### src/rtl/diode_rx_pkg.sv
// Shared definitions for the diode-wave receive checkers.
// Contents: default widths, FSM state encoding, saturating increment helper.
package diode_rx_pkg;

   localparam int DEF_CNT_W  = 16;
   localparam int DEF_TW     = 8;
   localparam int DEF_GATE_W = 32;

   typedef enum logic [1:0] {
      ST_IDLE = 2'd0,
      ST_RUN  = 2'd1,
      ST_HOLD = 2'd2
   } diode_state_e;

   // Increment that sticks at max_v; callers cast their narrower values to 32 bits and back.
   function automatic logic [31:0] sat_inc(input logic [31:0] v, input logic [31:0] max_v);
      return (v >= max_v) ? max_v : v + 32'd1;
   endfunction

endpackage

### src/rtl/pulse_edge_sync.sv
// Two-flop synchroniser for an asynchronous pulse wave plus rise/fall detection.
// Ports:
//   clk   in   sampling clock
//   rst   in   asynchronous active-low reset (all flops to 0)
//   d     in   asynchronous input wave
//   s     out  synchronised level
//   rise  out  s went 0->1 this cycle
//   fall  out  s went 1->0 this cycle
module pulse_edge_sync (
   input  logic clk,
   input  logic rst,
   input  logic d,
   output logic s,
   output logic rise,
   output logic fall
);

   logic meta_q, s_q, prev_q;

   always_ff @(posedge clk or negedge rst) begin
      if (!rst) begin
         meta_q <= 1'b0;
         s_q    <= 1'b0;
         prev_q <= 1'b0;
      end else begin
         meta_q <= d;
         s_q    <= meta_q;
         prev_q <= s_q;
      end
   end

   assign s    = s_q;
   assign rise = s_q & ~prev_q;
   assign fall = ~s_q & prev_q;

endmodule

### src/rtl/diode_pulse_analyzer.sv
// Gated pulse-train checker for the detector output wave.
// Arms on start, samples diode_in for gate_len cycles, then holds the results
// (pulse count, width/dead-time violation counts, last width) until result_ack.
// Ports:
//   clk_200, rst (async active-low)       clock / reset
//   diode_in                              asynchronous detector wave
//   start, gate_len, exp_high_width,
//   exp_deadtime                          arm strobe and configuration latched on it
//   result_ack                            consumer handshake
//   busy, result_valid                    RUN / HOLD indications
//   pulse_count, width_err_count,
//   dt_err_count, last_width, min_gap     measurement results
// Build option: DIODE_GAP_STATS_EN enables min_gap tracking; otherwise min_gap is all-ones.
module diode_pulse_analyzer
   import diode_rx_pkg::*;
#(
   parameter int CNT_W  = DEF_CNT_W,
   parameter int TW     = DEF_TW,
   parameter int GATE_W = DEF_GATE_W
) (
   input  logic              clk_200,
   input  logic              rst,
   input  logic              diode_in,
   input  logic              start,
   input  logic [GATE_W-1:0] gate_len,
   input  logic [TW-1:0]     exp_high_width,
   input  logic [TW-1:0]     exp_deadtime,
   input  logic              result_ack,
   output logic              busy,
   output logic              result_valid,
   output logic [CNT_W-1:0]  pulse_count,
   output logic [CNT_W-1:0]  width_err_count,
   output logic [CNT_W-1:0]  dt_err_count,
   output logic [TW-1:0]     last_width,
   output logic [TW-1:0]     min_gap
);

   localparam logic [31:0]       CNT_MAX  = 32'({CNT_W{1'b1}});
   localparam logic [31:0]       TW_MAX   = 32'({TW{1'b1}});
   localparam logic [GATE_W-1:0] GATE_ONE = GATE_W'(1);
   localparam logic [TW:0]       TOL_ONE  = (TW+1)'(1);

   logic s, rise, fall;

   pulse_edge_sync u_sync (
      .clk  (clk_200),
      .rst  (rst),
      .d    (diode_in),
      .s    (s),
      .rise (rise),
      .fall (fall)
   );

   diode_state_e      state_q;
   logic              busy_q, valid_q;
   logic [GATE_W-1:0] gate_q;
   logic [TW-1:0]     exp_hw_q, exp_dt_q;

   logic [CNT_W-1:0]  pcnt_q, pcnt_d, werr_q, werr_d, dterr_q, dterr_d;
   logic [TW-1:0]     lastw_q, lastw_d, wt_q, wt_d, gt_q, gt_d;
   logic              have_prev_q, have_prev_d, in_pulse_q, in_pulse_d;
   logic              width_bad;

   // Width check is one bit wider so exp_high_width + 1 cannot wrap.
   assign width_bad = ({1'b0, wt_q} < {1'b0, exp_hw_q}) ||
                      ({1'b0, wt_q} > ({1'b0, exp_hw_q} + TOL_ONE));

   always_ff @(posedge clk_200 or negedge rst) begin
      if (!rst) begin
         state_q  <= ST_IDLE;
         busy_q   <= 1'b0;
         valid_q  <= 1'b0;
         gate_q   <= '0;
         exp_hw_q <= '0;
         exp_dt_q <= '0;
      end else begin
         case (state_q)
            ST_IDLE: if (start) begin
               exp_hw_q <= exp_high_width;
               exp_dt_q <= exp_deadtime;
               gate_q   <= gate_len;
               if (gate_len == '0) begin
                  state_q <= ST_HOLD;
                  valid_q <= 1'b1;
               end else begin
                  state_q <= ST_RUN;
                  busy_q  <= 1'b1;
               end
            end
            ST_RUN: if (gate_q == GATE_ONE) begin
               state_q <= ST_HOLD;
               busy_q  <= 1'b0;
               valid_q <= 1'b1;
            end else begin
               gate_q <= gate_q - GATE_ONE;
            end
            ST_HOLD: if (result_ack) begin
               state_q <= ST_IDLE;
               valid_q <= 1'b0;
            end
            default: begin
               state_q <= ST_IDLE;
               busy_q  <= 1'b0;
               valid_q <= 1'b0;
            end
         endcase
      end
   end

`ifdef DIODE_GAP_STATS_EN
   logic [TW-1:0] min_gap_q, min_gap_d;
`endif

   // Timers load 1 on their opening edge so that they hold the full run length
   // (in cycles) when the closing edge arrives.
   always_comb begin
      pcnt_d      = pcnt_q;
      werr_d      = werr_q;
      dterr_d     = dterr_q;
      lastw_d     = lastw_q;
      wt_d        = wt_q;
      gt_d        = gt_q;
      have_prev_d = have_prev_q;
      in_pulse_d  = in_pulse_q;
`ifdef DIODE_GAP_STATS_EN
      min_gap_d   = min_gap_q;
`endif
      if (state_q == ST_IDLE && start) begin
         pcnt_d      = '0;
         werr_d      = '0;
         dterr_d     = '0;
         lastw_d     = '0;
         wt_d        = '0;
         gt_d        = '0;
         have_prev_d = 1'b0;
         in_pulse_d  = 1'b0;
`ifdef DIODE_GAP_STATS_EN
         min_gap_d   = '1;
`endif
      end else if (state_q == ST_RUN) begin
         if (rise) begin
            pcnt_d     = CNT_W'(sat_inc(32'(pcnt_q), CNT_MAX));
            wt_d       = TW'(1);
            in_pulse_d = 1'b1;
            if (have_prev_q) begin
               if (gt_q < exp_dt_q) dterr_d = CNT_W'(sat_inc(32'(dterr_q), CNT_MAX));
`ifdef DIODE_GAP_STATS_EN
               if (gt_q < min_gap_q) min_gap_d = gt_q;
`endif
            end
         end else if (s) begin
            wt_d = TW'(sat_inc(32'(wt_q), TW_MAX));
         end
         if (fall) begin
            gt_d        = TW'(1);
            have_prev_d = 1'b1;
            in_pulse_d  = 1'b0;
            // A pulse already high at arm time has no rise; its width is unknown.
            if (in_pulse_q) begin
               lastw_d = wt_q;
               if (width_bad) werr_d = CNT_W'(sat_inc(32'(werr_q), CNT_MAX));
            end
         end else if (!s) begin
            gt_d = TW'(sat_inc(32'(gt_q), TW_MAX));
         end
      end
   end

   always_ff @(posedge clk_200 or negedge rst) begin
      if (!rst) begin
         pcnt_q      <= '0;
         werr_q      <= '0;
         dterr_q     <= '0;
         lastw_q     <= '0;
         wt_q        <= '0;
         gt_q        <= '0;
         have_prev_q <= 1'b0;
         in_pulse_q  <= 1'b0;
`ifdef DIODE_GAP_STATS_EN
         min_gap_q   <= '1;
`endif
      end else begin
         pcnt_q      <= pcnt_d;
         werr_q      <= werr_d;
         dterr_q     <= dterr_d;
         lastw_q     <= lastw_d;
         wt_q        <= wt_d;
         gt_q        <= gt_d;
         have_prev_q <= have_prev_d;
         in_pulse_q  <= in_pulse_d;
`ifdef DIODE_GAP_STATS_EN
         min_gap_q   <= min_gap_d;
`endif
      end
   end

   assign busy            = busy_q;
   assign result_valid    = valid_q;
   assign pulse_count     = pcnt_q;
   assign width_err_count = werr_q;
   assign dt_err_count    = dterr_q;
   assign last_width      = lastw_q;
`ifdef DIODE_GAP_STATS_EN
   assign min_gap         = min_gap_q;
`else
   assign min_gap         = '1;
`endif

endmodule
### config.mk
export PLATFORM = sky130hd
export DESIGN_NAME = diode_pulse_analyzer
export DESIGN_NICKNAME = d
export VERILOG_FILES = /design/src/rtl/diode_rx_pkg.sv /design/src/rtl/pulse_edge_sync.sv /design/src/rtl/diode_pulse_analyzer.sv
export SDC_FILE = /design/constraint.sdc
export NUM_CORES = 1
export LEC_CHECK = 0
export CORE_ASPECT_RATIO = 0.75
export CORE_MARGIN = 2
export CORE_UTILIZATION = 50
export DETAILED_ROUTE_END_ITERATION = 10
export GPL_ROUTABILITY_DRIVEN = 0
export PLACE_DENSITY_LB_ADDON = 0.15
export SYNTH_ARGS = -nofsm -noshare
export SYNTH_HDL_FRONTEND = slang
export SYNTH_SLANG_ARGS = --single-unit
### constraint.sdc
create_clock -name clk_200 -period 3.1 [get_ports clk_200]
set_input_delay 0.62 -clock clk_200 [delete_from_list [all_inputs] [get_ports clk_200]]
set_output_delay 0.62 -clock clk_200 [all_outputs]
set_load 0.005 [all_outputs]
# After elaboration in Yosys (flattened, before gate mapping)
# Index checks and enable logic that the tools add are counted.
# W data, S select, Z words.
dict set report word_totals {
  ff_bits 129
  in_bits 53
  output_inout_bits 66
}
dict set report classes {
  add_sub_neg 7
  n_lt_le_gt_ge 8
  eq_ne 10
  mux 54
  bitwise_logic 5
  n_reduce_logical 27
}
# op count
set op_table {}
lappend op_table {{$mux W16} 16}
lappend op_table {{$mux W8} 14}
lappend op_table {{$mux W32} 2}
lappend op_table {{$pmux W32 S2} 1}
lappend op_table {{$add A16 B1 Y16 const B} 3}
lappend op_table {{$ge A16 B16 Y1 const B} 3}
lappend op_table {{$eq A32 B1 Y1 const B} 1}
lappend op_table {{$logic_not A32 Y1} 1}
lappend op_table {{$sub A32 B1 Y32 const B} 1}
lappend op_table {{$add A8 B1 Y8 const B} 2}
lappend op_table {{$ge A8 B8 Y1 const B} 2}
lappend op_table {{$lt A8 B8 Y1} 2}
lappend op_table {{$reduce_and A4 Y1} 4}
lappend op_table {{$reduce_bool A2 Y1} 8}
lappend op_table {{$mux W1} 14}
lappend op_table {{$ne A2 B2 Y1 const B} 6}
lappend op_table {{$reduce_and A2 Y1} 6}
lappend op_table {{$add A8 B1 Y9 const B} 1}
lappend op_table {{$gt A8 B9 Y1} 1}
lappend op_table {{$reduce_and A3 Y1} 3}
lappend op_table {{$mux W2} 4}
lappend op_table {{$pmux W1 S3} 2}
lappend op_table {{$pmux W2 S3} 1}
lappend op_table {{$reduce_bool A3 Y1} 2}
lappend op_table {{8 further kinds} 11}

# Depth between registers and ports, before layout
# Gate-level depths: netlist of the first run.
dict set report depth {
  word_depth 8
  depth_mapped 12
  ltp_nobuf 11
}

# By module
# From an unflattened synthesis of the first run, not the netlist that was laid out.
dict set report hier_totals {
  hier_cells 852
  hier_area_um2 7619.8
}
# module instances cells_each area_each_um2 seq_area_each_um2
set modules_own_cells {}
lappend modules_own_cells {diode_pulse_analyzer 1 847 7529.7 3153.0}
lappend modules_own_cells {pulse_edge_sync 1 5 90.1 75.1}

# Least setup slack after synthesis of the first run
# OpenSTA, ideal clock, no wires.
dict set report synth_timing {
  kind {reg2reg}
  from {register exp_hw_q[0]}
  to {register werr_q[15], in the netlist width_err_count[15]}
  arrival_time_ns 2.260
  path_slack_ns 0.717
  path_stages_with_launch 12
  synth_period_minus_slack_ns 2.383
  cell_sequence {dfrtp_1 -> ha_1 -> nand3_1 -> xnor2_1 -> ha_1 -> a211oi_1 -> o21ai_0 -> o211ai_1 -> nand2_2 -> buf_6 -> a41oi_1 -> nor2_1}
}
dict set report synth_between {
  elab_chain_len 5
  elab_cells_between_ends 6
}
# element line_no
set synth_lines {}
lappend synth_lines {{start: declaration} diode_pulse_analyzer.sv:57} ;# logic [TW-1:0] exp_hw_q, exp_dt_q;
lappend synth_lines {{start signal: assignment} diode_pulse_analyzer.sv:79} ;# exp_hw_q <= exp_high_width;
lappend synth_lines {{$add A8 B1 Y9} diode_pulse_analyzer.sv:66} ;# ({1'b0, wt_q} > ({1'b0, exp_hw_q} + TOL_ONE));
lappend synth_lines {{$gt A8 B9 Y1} diode_pulse_analyzer.sv:66}
lappend synth_lines {{$logic_or A1 B1 Y1 *} diode_pulse_analyzer.sv:65} ;# assign width_bad = ({1'b0, wt_q} < {1'b0, exp_hw_q}) ||
lappend synth_lines {{$reduce_bool A2 Y1 (no source line) *} -}
lappend synth_lines {{$reduce_and A4 Y1 (no source line) *} -}
lappend synth_lines {{end signal: assignment} diode_pulse_analyzer.sv:184} ;# werr_q <= werr_d;
lappend synth_lines {{end: declaration} diode_pulse_analyzer.sv:59} ;# logic [CNT_W-1:0] pcnt_q, pcnt_d, werr_q, werr_d, dterr_q, dterr_d;
# Mark *: on every way between the ends. The rest lies on a longest branch, timed or not.
# A chain may end at the register's enable or synchronous reset.

# Worst setup path in the final report of the first run
dict set report layout_timing {
  from {register exp_hw_q[0]}
  to {register werr_q[5], in the netlist width_err_count[5]}
}
# The elaborated chain is that of the path after synthesis.

==> results.ini, run 1 <==
[run_status]
status = finished, final reports clean

[routing]
ant_nets = 0
drtIter0Drc = 641
routedWlPerCell_um = 17.1
first_pass_iters = 5
wirelength_um = 20200
drc_errors = 0
vias_per_cell = 6.09
vias = 7188

[yosys]
synth_seq_cells = 129
synth_area_mm2 = 0.00763
synthMuxAreaShare_pct = 0.279
syn_area_per_cell_um2 = 8.98
yosysWarningCount = 0
synth_fa_ha_area_share_pct = 5.41
synth_edf_count = 0
synth_xor_area_share_pct = 0.688
synth_compound_area_share_pct = 23.9
syn_inst = 850
synth_cell_types = 72
synth_top_family_by_area = compound AO/OA/AOI/OAI gates
async_flop_share_pct = 100
yosys.area_share.simple_pct = 22.8
ys_seq_area_share_pct = 42.3
synth_flop_cell = dfrtp_1

[sta]
clock.fmax_mhz = 353
tightest_slew_ns = 0.802
period_minus_slack_ns = 2.83
finalCritPeriodShare_pct = 91.3
rsz0062_at_grt = false
setup_viol = 0
slew_viol_final = 0
finalHoldViolations = 0
finClkSkew_ns = 0.0155
worst_slack_ns = 0.268
fin_tns_setup_ns = 0
slew_headroom_pct = 46.6

[die]
coreArea_mm2 = 0.0151
die_y_um = 111
initial_core_util_pct = 50.6
rows = 39
io_pins = 119
fp.dieArea_mm2 = 0.0163
die_w_um = 147

[finish]
fin_nets = 1048
multi_input_comb_area_mm2 = 0.00409
fillers = 1268
final_layout_size_suffix_gt1_share_pct = 7.90
antenna_cells = 0
final_core_util_pct = 63.9
regArea_mm2 = 0.00323
area.growth.synth_to_final_pct = 26.1
stdcell_count = 1180

[critical_path]
worstPathRequired_ns = 3.43
r2r_setup_slack_ns = 0.27
endpoint = width_err_count[5]$_DFFE_PN0P_
cp-startpoint = exp_hw_q[0]$_DFFE_PN0P_
cp-end-kind = register
crit_fanout = 15
r2r-end = width_err_count[5]$_DFFE_PN0P_
timing.rr.start = exp_hw_q[0]$_DFFE_PN0P_
start_kind = register
timing_worst_setup_path_type = reg2reg
arrival_ns = 3.16
r2r_cells = 10

[global_routing]
grt_pass1_vias = 6782
grt_max_degree = 68
grt_pass1_wl_um = 34200
antenna_found_initial = 0
grt-ovfl-total = 0
grt_use_total_pct = 25.9

[cts]
clk_path_buf_depth = 2
cts_resized = 0
cts.sinks = 129
cts.root.buffer_cell = clkbuf_16
cts_buffers = 17
htree_levels = 4
cts_setup_buffers = 0
clkTransAtPathRegs_ns = 0.06
postCtsHoldBufs = 0
cts_tree = built
worstSkewPairLatency_ns = 0.43

[power_and_ir_drop]
ir_drop_mv = 0.372
p_leak_nw = 4.09
pwr_density_cell_mw_per_mm2 = 727

[place]
dp_cells = 1148
hpwl_um = 14100
dp_slack_ns = 0.170
portBuffers = 110

[min_path]
min_path_type = in2async

[flow_run]
maxCapViolations = 0

==> synthesized netlist by cell type (5+ instances only) <==
cell        n  area (um2)
o31ai_1     7        52.6
o311ai_0    7        61.3
and2_1      7        43.8
o22ai_1     5        31.3
nand3_1    40         200
a311oi_1   12         105
a31oi_1    20         125
a22oi_1     7        52.6
and4_1      7        61.3
nor2b_1     9        56.3
and3_1     28         175
nor2_1     71         267
nor3_1     29         145
a41o_1      6        60.1
nand2_1    73         274
nand4_1    14        87.6
buf_4      10        75.1
o21ai_0    60         300
xnor2_1     6        52.6
clkbuf_1   18        67.6
inv_1      35         131
a211oi_1   13        97.6
dfrtp_1   129        3230
buf_1       7        26.3
nor4_1     21         131
a41oi_1     6        52.6
a22o_1     11        96.3
a21o_1      9        67.6
ha_1       33         413
a21oi_1    65         325
or3_1       6        37.5
==> cells by family after synthesis <==
group / after synthesis
adders and majority gates: 33
and+or+nand+nor: 333
AOI/OAI and AO/OA: 270
muxes: 2
other: 1
buffers and inverters: 76
DFF: 129
xor gates and xnor gates: 6
==> layout make-up <==
cell class | count | area share (%)
repair buffers | 127 | 13.0
multi-input cells | 652 | 42.5
well taps | 205 | 2.66
clock buffers | 17 | 4.42
flip-flops and latches | 129 | 33.5
inverters | 35 | 1.36
clock inverters | 15 | 2.49
==> worst max-delay path, stage by stage (launching register included) <==
cell and delay, ns:
dfrtp_1 0.44, ha_1 0.26, nand3_1 0.13, xnor2_1 0.20
ha_1 0.29, a211oi_1 0.23, o21ai_0 0.17, o211ai_1 0.28
nand2_2 0.24, nor2b_1 0.22, a311oi_1 0.26
==> through the flow <==
step	hold WS, ns	power (W)	area (um2)
after global placement	0.338	0.00466	8960
after floorplan	0.324	0.00392	7660
after global routing	0.225	0.00747	9630
after CTS	0.197	0.00701	9630
after detailed placement	0.335	0.00471	8960
final	0.191	0.00700	9630
==> state kept, by name, indices dropped and copies added (netlist names) <==
register	flops
busy	1
dt_err_count	16
exp_dt_q	8
exp_hw_q	8
gate_q	32
gt_q	8
have_prev_q	1
in_pulse_q	1
last_width	8
pulse_count	16
result_valid	1
state_q	2
u_sync.meta_q	1
u_sync.prev_q	1
u_sync.s	1
width_err_count	16
wt_q	8
==> worst min-delay path by stage <==
stage	start	endpoint	slack, ns	cells past startpoint
final	rst	gate_q[0]$_DFFE_PN0P_	0.19	1
after global routing	rst	gate_q[7]$_DFFE_PN0P_	0.23	1
after CTS	rst	busy$_DFFE_PN0P_	0.20	1
after detailed placement	u_sync.meta_q$_DFF_PN0_	u_sync.s$_DFF_PN0_	0.33	0
after global placement	u_sync.meta_q$_DFF_PN0_	u_sync.s$_DFF_PN0_	0.34	0
after floorplan	rst	busy$_DFFE_PN0P_	0.32	0
==> report_power, final <==
| part | total [W] | leakage, nW | internal, W | switching (W) |
|---|---|---|---|---|
| Clock | 0.00227 | 0.319 | 0.00150 | 0.000769 |
| Combinational | 0.00205 | 2.13 | 0.000970 | 0.00109 |
| Sequential | 0.00268 | 1.64 | 0.00215 | 0.000527 |
==> placed cells by master (no fill, tap or decap), types with 28 or more instances in the layout <==
master,instances
ha_1,33
clkdlybuf4s50_1,109
nor2_1,71
nor3_1,29
inv_1,35
o21ai_0,60
a21oi_1,65
and3_1,28
dfrtp_1,129
nand3_1,40
nand2_1,73
==> layer usage <==
| metal | global-route usage, % | routed length, um | vias to the layer above |
|---|---|---|---|
| met5 | 0 | 0 | - |
| met4 | 6.41 | 102 | 0 |
| met3 | 6.30 | 1430 | 11 |
| met2 | 36.1 | 8580 | 270 |
| met1 | 40.2 | 10000 | 3446 |
| li1 | - | - | 3461 |
Power figures use the tool's default switching activity.
==> run 2: changes to the inputs <==
--- a/config.mk
+++ b/config.mk
@@ -7,9 +7,10 @@
 export LEC_CHECK = 0
 export CORE_ASPECT_RATIO = 0.75
 export CORE_MARGIN = 2
-export CORE_UTILIZATION = 50
+export CORE_UTILIZATION = 35
 export DETAILED_ROUTE_END_ITERATION = 10
 export GPL_ROUTABILITY_DRIVEN = 0
+export GPL_TIMING_DRIVEN = 0
 export PLACE_DENSITY_LB_ADDON = 0.15
 export SYNTH_ARGS = -nofsm -noshare
 export SYNTH_HDL_FRONTEND = slang
==> run 2 against run 1 <==
- sequential power is essentially flat
- worst hold slack gained 0.022 ns
- sequential share of layout area shrank 0.37 points
- power shrank 2.3%
- combinational power grew 2%
- critical endpoint is now gate_q[7]$_DFFE_PN0P_
- clock-buffer cell count grew 4
- utilization shrank 18 points
- cell area grew 1.1%
- clock power shrank 10%
- sequential cell count is the same
- first-iteration DRC count shrank 7.6%
- largest power group unchanged
==> results.ini, run 2 (synthesis gave the netlist of run 1 again) <==
[routing]
ant_nets = 0
vias = 7347
drc_errors = 0
routedWlPerCell_um = 18.5
vias_per_cell = 5.71
wirelength_um = 23800
first_pass_iters = 6
drtIter0Drc = 592

[finish]
antenna_cells = 0
most-common-layout-cells = dfrtp_1 (129), clkdlybuf4s50_1 (109), nand2_1 (72), nor2_1 (71), a21oi_1 (65)
regMostFlops = gate_q
final_core_util_pct = 45.7
area.growth.synth_to_final_pct = 27.5
final_layout_size_suffix_gt1_share_pct = 7.31
fillers = 2079
mostFrequentLayoutCell = dfrtp_1
largest_reg_flops = 32
fin_nets = 1072

[critical_path]
slowest_stage = buf_1
cp-end-kind = register
worstPathRequired_ns = 3.46
cp_common_cell = nor2b_1
arrival_ns = 3.25
cp_top_family = buffers and inverters
crit_fanout = 19
path_buf_inv = 3
slowest_delay_ns = 0.68
timing_worst_setup_path_type = in2reg
worstPathCellList = clkdlybuf4s50_1 -> nor2b_1 -> nor2b_1 -> buf_2 -> buf_1 -> a22oi_1 -> nand2_1
start_kind = input pin

[place]
dp_slack_ns = -0.469
portBuffers = 110
hpwl_um = 17100

[global_routing]
grt-ovfl-total = 0
grt_pass1_wl_um = 38900
grt_use_total_pct = 21.3
grt_pass1_vias = 6901
antenna_found_initial = 0
grt_max_degree = 73

[die]
die_y_um = 132
coreArea_mm2 = 0.0213
fp.dieArea_mm2 = 0.0230
die_w_um = 175
io_pins = 119
rows = 46
initial_core_util_pct = 35.9

[cts]
clkTransAtPathRegs_ns = 0.06
cts.sinks = 129
cts_buffers = 17
postCtsHoldBufs = 0
cts.root.buffer_cell = clkbuf_16
htree_levels = 4
clk_path_buf_depth = 2
cts_tree = built
worstSkewPairLatency_ns = 0.43

[sta]
finalCritPeriodShare_pct = 93.0
finalHoldViolations = 0
tightest_slew_ns = 1.05
slew_viol_final = 0
finClkSkew_ns = 0.00861
rsz0062_at_grt = false
period_minus_slack_ns = 2.88
slew_headroom_pct = 29.5
fin_hold_ws_ns = 0.213
setup_viol = 0
clock.fmax_mhz = 347
worst_slack_ns = 0.217
fin_tns_setup_ns = 0

[power_and_ir_drop]
ir_drop_mv = 0.389
power_w = 0.00684
p_leak_nw = 4.07
pwr_density_cell_mw_per_mm2 = 702

[min_path]
min_path_type = in2async

[run_status]
status = finished, final reports clean

[flow_run]
maxCapViolations = 0

==> run 2: path summary, 6_finish.rpt <==
kind / slack (ns) / end / startpoint / depth (start not counted)
max in group asynchronous: 2.16 / gate_q[18]$_DFFE_PN0P_ / rst / 2
setup reg to reg: 0.24 / width_err_count[5]$_DFFE_PN0P_ / exp_hw_q[0]$_DFFE_PN0P_ / 10
hold reg to reg: 0.41 / u_sync.s$_DFF_PN0_ / u_sync.meta_q$_DFF_PN0_ / 0
setup / recovery: 0.22 / gate_q[7]$_DFFE_PN0P_ / start / 7
hold / removal: 0.21 / last_width[5]$_DFFE_PN0P_ / rst / 1
min in group clk_200: 0.41 / u_sync.s$_DFF_PN0_ / u_sync.meta_q$_DFF_PN0_ / 0
==> run 2: final cells by class <==
type                       count  area [um2]  area share, %
clock buffer                  21         450           4.63
clock inverter                11         138           1.41
multi-input combinational    652        4090           42.0
buffer                        40         214           2.20
tap                          288         360           3.70
sequential                   129        3230           33.1
inverter                      35         131           1.35
timing repair buffer         111        1130           11.6
==> run 2: metal layers <==
metal	vias to the layer above	global-route usage [%]	share of wire [%]
met3	20	4.47	7.3
met1	3540	33.5	51
met4	0	5.19	0.96
met5	-	0	0
li1	3493	-	-
met2	294	29.1	41
==> run 2: through the flow <==
step | instance area, um2 | cells
6_report | 9740 | 1287
5_1_grt | 9740 | 1287
4_1_cts | 9740 | 1287
3_5_place_dp | 9150 | 1256
3_3_place_gp | 9120 | 1255
2_1_floorplan | 7660 | 857
==> run 2: power breakdown <==
group	internal [W]	switching (W)
Sequential	0.00215	0.000544
Combinational	0.000969	0.00114
Clock	0.00128	0.000764
Total	0.00440	0.00244
==> run 2: worst reg2reg max path, stage by stage (launching register included) <==
cell and delay, ns:
dfrtp_1 0.48, ha_1 0.28, nand3_1 0.11, xnor2_1 0.14
ha_1 0.31, a211oi_1 0.23, o21ai_0 0.19, o211ai_1 0.29
nand2_2 0.22, nor2b_1 0.21, a311oi_1 0.29
==> run 2: timing repair <==
action,in CTS,in global routing
gates resized for setup,0,1
gates cloned,0,0
setup buffers,0,0
hold endpoints to repair,0,0
setup endpoints to repair,2,1
==> run 3: changes to the inputs <==
--- a/config.mk
+++ b/config.mk
@@ -11,7 +11,7 @@
 export DETAILED_ROUTE_END_ITERATION = 10
 export GPL_ROUTABILITY_DRIVEN = 0
 export GPL_TIMING_DRIVEN = 0
-export PLACE_DENSITY_LB_ADDON = 0.15
+export PLACE_DENSITY_LB_ADDON = 0.12
 export SYNTH_ARGS = -nofsm -noshare
 export SYNTH_HDL_FRONTEND = slang
 export SYNTH_SLANG_ARGS = --single-unit
==> run 3 against run 2 <==
- cell count barely moved
- clock skew barely moved
- sequential power barely moved
- largest cell class unchanged
- critical path type unchanged
- worst setup slack improved by 0.022 ns
- clock power fell by 5%
- worst hold slack got worse by 0.10 ns
- routed wire length fell by 0.80%
- largest power group unchanged
==> results.ini, run 3 (synthesis gave the netlist of run 1 again) <==
[sta]
tightest_slew_ns = 1.09
rsz0062_at_grt = false
worst_slack_ns = 0.239
setup_viol = 0
clock.fmax_mhz = 349
slew_headroom_pct = 26.7
finalHoldViolations = 0
period_minus_slack_ns = 2.86
slew_viol_final = 0
finalCritPeriodShare_pct = 92.3
finClkSkew_ns = 0.00861

[finish]
antenna_cells = 0
mostFrequentLayoutCell = dfrtp_1
fin_nets = 1073
final_layout_size_suffix_gt1_share_pct = 7.21
most-common-layout-cells = dfrtp_1 (129), clkdlybuf4s50_1 (109), nand2_1 (73), nor2_1 (71), a21oi_1 (65)
regArea_mm2 = 0.00323
multi_input_comb_area_mm2 = 0.00408
regMostFlops = gate_q
area.growth.synth_to_final_pct = 27.2
largest_reg_flops = 32
stdcell_count = 1286
final_core_util_pct = 45.6
fillers = 2082

[cts]
cts.root.buffer_cell = clkbuf_16
htree_levels = 4
clkTransAtPathRegs_ns = 0.06
worstSkewPairLatency_ns = 0.42
clk_path_buf_depth = 2
cts_setup_buffers = 0
cts_tree = built
postCtsHoldBufs = 0
cts.sinks = 129
cts_buffers = 17

[die]
fp.dieArea_mm2 = 0.0230
io_pins = 119
rows = 46
die_w_um = 175
coreArea_mm2 = 0.0213
initial_core_util_pct = 35.9
die_y_um = 132

[routing]
vias_per_cell = 5.66
drc_errors = 0
first_pass_iters = 5
wirelength_um = 23700
vias = 7279
routedWlPerCell_um = 18.4
ant_nets = 0
drtIter0Drc = 603

[power_and_ir_drop]
ir_drop_mv = 0.399
p_leak_nw = 4.07
pwr_density_cell_mw_per_mm2 = 692

[critical_path]
crit_fanout = 10
start_kind = input pin
cp-startpoint = start
worstPathRequired_ns = 3.39
cp-end-kind = register
timing.rr.start = gate_q[0]$_DFFE_PN0P_
arrival_ns = 3.15
timing_worst_setup_path_type = in2reg

[global_routing]
grt_pass1_wl_um = 37900
antenna_found_initial = 0
grt-ovfl-total = 0
grt_max_degree = 91
grt_use_total_pct = 20.7
grt_pass1_vias = 6731

[place]
dp_cells = 1256
portBuffers = 110
dp_slack_ns = -0.448
hpwl_um = 17000

[flow_run]
maxCapViolations = 0

[min_path]
min_path_type = in2async

[run_status]
status = finished, final reports clean

## run 3: changes by cell type in the layout (fill, tap and decap cells not counted), sizes merged
cell      previous run  this run
clkbuf              40        45
bufinv               3         1
clkinv               5         3
clkinvlp             3         1
## run 3: area by class of cell
type,instances,area share (%)
repair buffers,111,11.6
well taps,288,3.71
plain buffers,41,2.27
clock inverters,5,0.541
flip-flops and latches,129,33.2
clock buffers,25,5.20
inverters,35,1.35
multi-input cells,652,42.1
## run 3: metrics by stage
stage	setup TNS, ns	hold WS, ns	cell area, um2	total power, W
global placement	-542.21	0.412	9120	0.00476
global route	0	0.129	9710	0.00718
detailed placement	-8.15	0.390	9150	0.00478
finish	0	0.109	9710	0.00672
floorplan	0	0.324	7660	0.00392
CTS	0	0.115	9710	0.00674
## run 3: repair_timing
item                                    CTS  global route
endpoints found under the setup margin    1            10
cloned                                    0             0
resized for setup                         1             1
## run 3: final timing paths
path / end / slack, ns / cells after the start
worst max-delay path: have_prev_q$_DFFE_PN0P_ / 0.24 / 7
worst min-delay path: last_width[6]$_DFFE_PN0P_ / 0.11 / 1
worst max register to register: gate_q[26]$_DFFE_PN0P_ / 0.26 / 8
worst min register to register: u_sync.s$_DFF_PN0_ / 0.40 / 0
max in group asynchronous: pulse_count[10]$_DFFE_PN0P_ / 2.21 / 2
min in group clk_200: u_sync.s$_DFF_PN0_ / 0.40 / 0
## run 3: report_power, final
group	internal (W)	switching (W)	leakage, nW
Clock	0.00120	0.000740	0.275
Combinational	0.000968	0.00113	2.16
Sequential	0.00215	0.000537	1.64
Total	0.00431	0.00240	4.07
## run 3: routing by layer
metal | part of all wire [%] | GRT usage, % | up-vias
met2 | 41 | 29.3 | 244
met1 | 52 | 32.1 | 3515
met5 | 0 | 0 | -
met3 | 6.2 | 4.33 | 14
li1 | - | - | 3506
met4 | 0.62 | 4.35 | 0
## run 3: worst max-delay path, cell delays in order
cell and delay [ns]:
clkdlybuf4s50_1 0.48, nor2b_1 0.24, nor2b_1 0.38, buf_2 0.31, buf_1 0.56, clkbuf_2 0.42, o21ai_0 0.13
==> patch (settings of run 2) <==
Set the package constant `DEF_CNT_W` to 32 (it was 16).
--- a/src/rtl/diode_rx_pkg.sv
+++ b/src/rtl/diode_rx_pkg.sv
@@ -2,7 +2,7 @@
 // Contents: default widths, FSM state encoding, saturating increment helper.
 package diode_rx_pkg;
 
-   localparam int DEF_CNT_W  = 16;
+   localparam int DEF_CNT_W  = 32;
    localparam int DEF_TW     = 8;
    localparam int DEF_GATE_W = 32;
 
Interface: changed (resized dt_err_count, pulse_count and width_err_count); port bits go from 119 to 167. The function was not compared with the original's and may differ.
==> patch against run 2 <==
Sequential cell count increased by 48. Area after synthesis is 34% higher. Die area rose by 33%. Routed wire length grew 51%. Power is 4.7% lower. Register-to-register slack got worse by 0.15 ns. Cell count grew 39%. Cell area grew 36%. Setup slack got worse by 0.12 ns. Critical path type is now reg -> reg. Critical endpoint is now gate_q[11]$_DFFE_PN0P_. Largest cell class unchanged.
==> patch: results (changes against run 2) <==
P per Cell Area 493 nW/µm² (-30%); port bufs 158 (+44%); GR Util met3 5.90% (+1.4 points); Post-synth top cells dfrtp_1 (177), nor2_1 (115), nand2_1 (112); Synth Area in Compound Gates 23.3% (-0.56 points); Placed Instances 1742 (+39%); slowest CP cell or4_4; Pleak 5.35 nW (+31%); CP max stage delay 0.61 ns (-0.07 ns); maximum vdd drop 392 µV (+0.59%); met3 routed WL 3120 µm (+80%); P_seq 2.93 mW (+8.9%); fin cells 1786 (+39%); CP top delay family simple AND/OR/NAND/NOR gates; WL met2 15000 µm (+53%); Worst Tran Pin Value 1.07 ns (+0.0176 ns); R2R depth 8 (-2); Synth Area in XOR/XNOR 0.514% (-0.17 points); Skew-Pair Late Insertion Delay 0.46 ns (+0.03 ns); met1 WL 17300 µm (+43%); Resized cells post-CTS 23 (+23); post-synthesis sequential area ratio 43.3% (+1.0 points); Adder-Cell Fraction of Synth Area 4.03% (-1.4 points); clock share of power 34.9% (+5.1 points); met1 Resource Use GR 36.4% (+3.0 points); first-pass GRT wire length 56800 µm (+46%); NetSw 1.98 mW (-19%); clock-pin slew on the worst setup and hold paths 0.08 ns (+0.02 ns); status complete, no violations; nets@finish 1467 (+37%); Arr. time, crit path 3.34 ns (+0.09 ns); wire per inst 20.2 µm (+9.2%); post-synthesis mux area share 0.0978% (-0.18 points); DRT Pass-1 Iters 5 (-1); vias in the first global route 9637 (+40%); via count 10500 (+44%); reg2reg start gate_q[10]$_DFFE_PN0P_; met2 Use GR 32.6% (+3.5 points); share of cells above drive strength 1 7.46% (+0.15 points); Mapped Cells 1184 (+39%); Worst Path Class, Setup reg -> reg
[patch: cell count changes after synthesis, sizes merged, moves of 9 or more]
cell / before / now
a41oi: 6 / 15
a211oi: 13 / 31
nor2: 71 / 115
dfrtp: 129 / 177
a311oi: 12 / 24
a31oi: 20 / 33
o21ai: 60 / 81
clkbuf: 19 / 48
nand4: 15 / 32
nor3: 32 / 53
nand3: 40 / 50
a21oi: 66 / 96
nand2: 76 / 112
[patch: stage by stage]
stage,area (µm²),hold WS (ns),worst slack [ns]
floorplan,10300,0.324,0.0447
global placement,12300,0.334,-6.55
detailed placement,12400,0.338,-0.920
CTS,13100,0.122,-0.0000990
global route,13200,0.138,-0.0299
finish,13200,0.102,0.0921
[patch: area by class of cell]
type                    instances  area, µm²
flip-flops and latches        177       4430
multi-input cells             907       5460
clock buffers                  18        429
plain buffers                  68        374
well taps                     392        490
clock inverters                14        163
repair buffers                173       1730
fillers                      2923      15700
inverters                      37        139
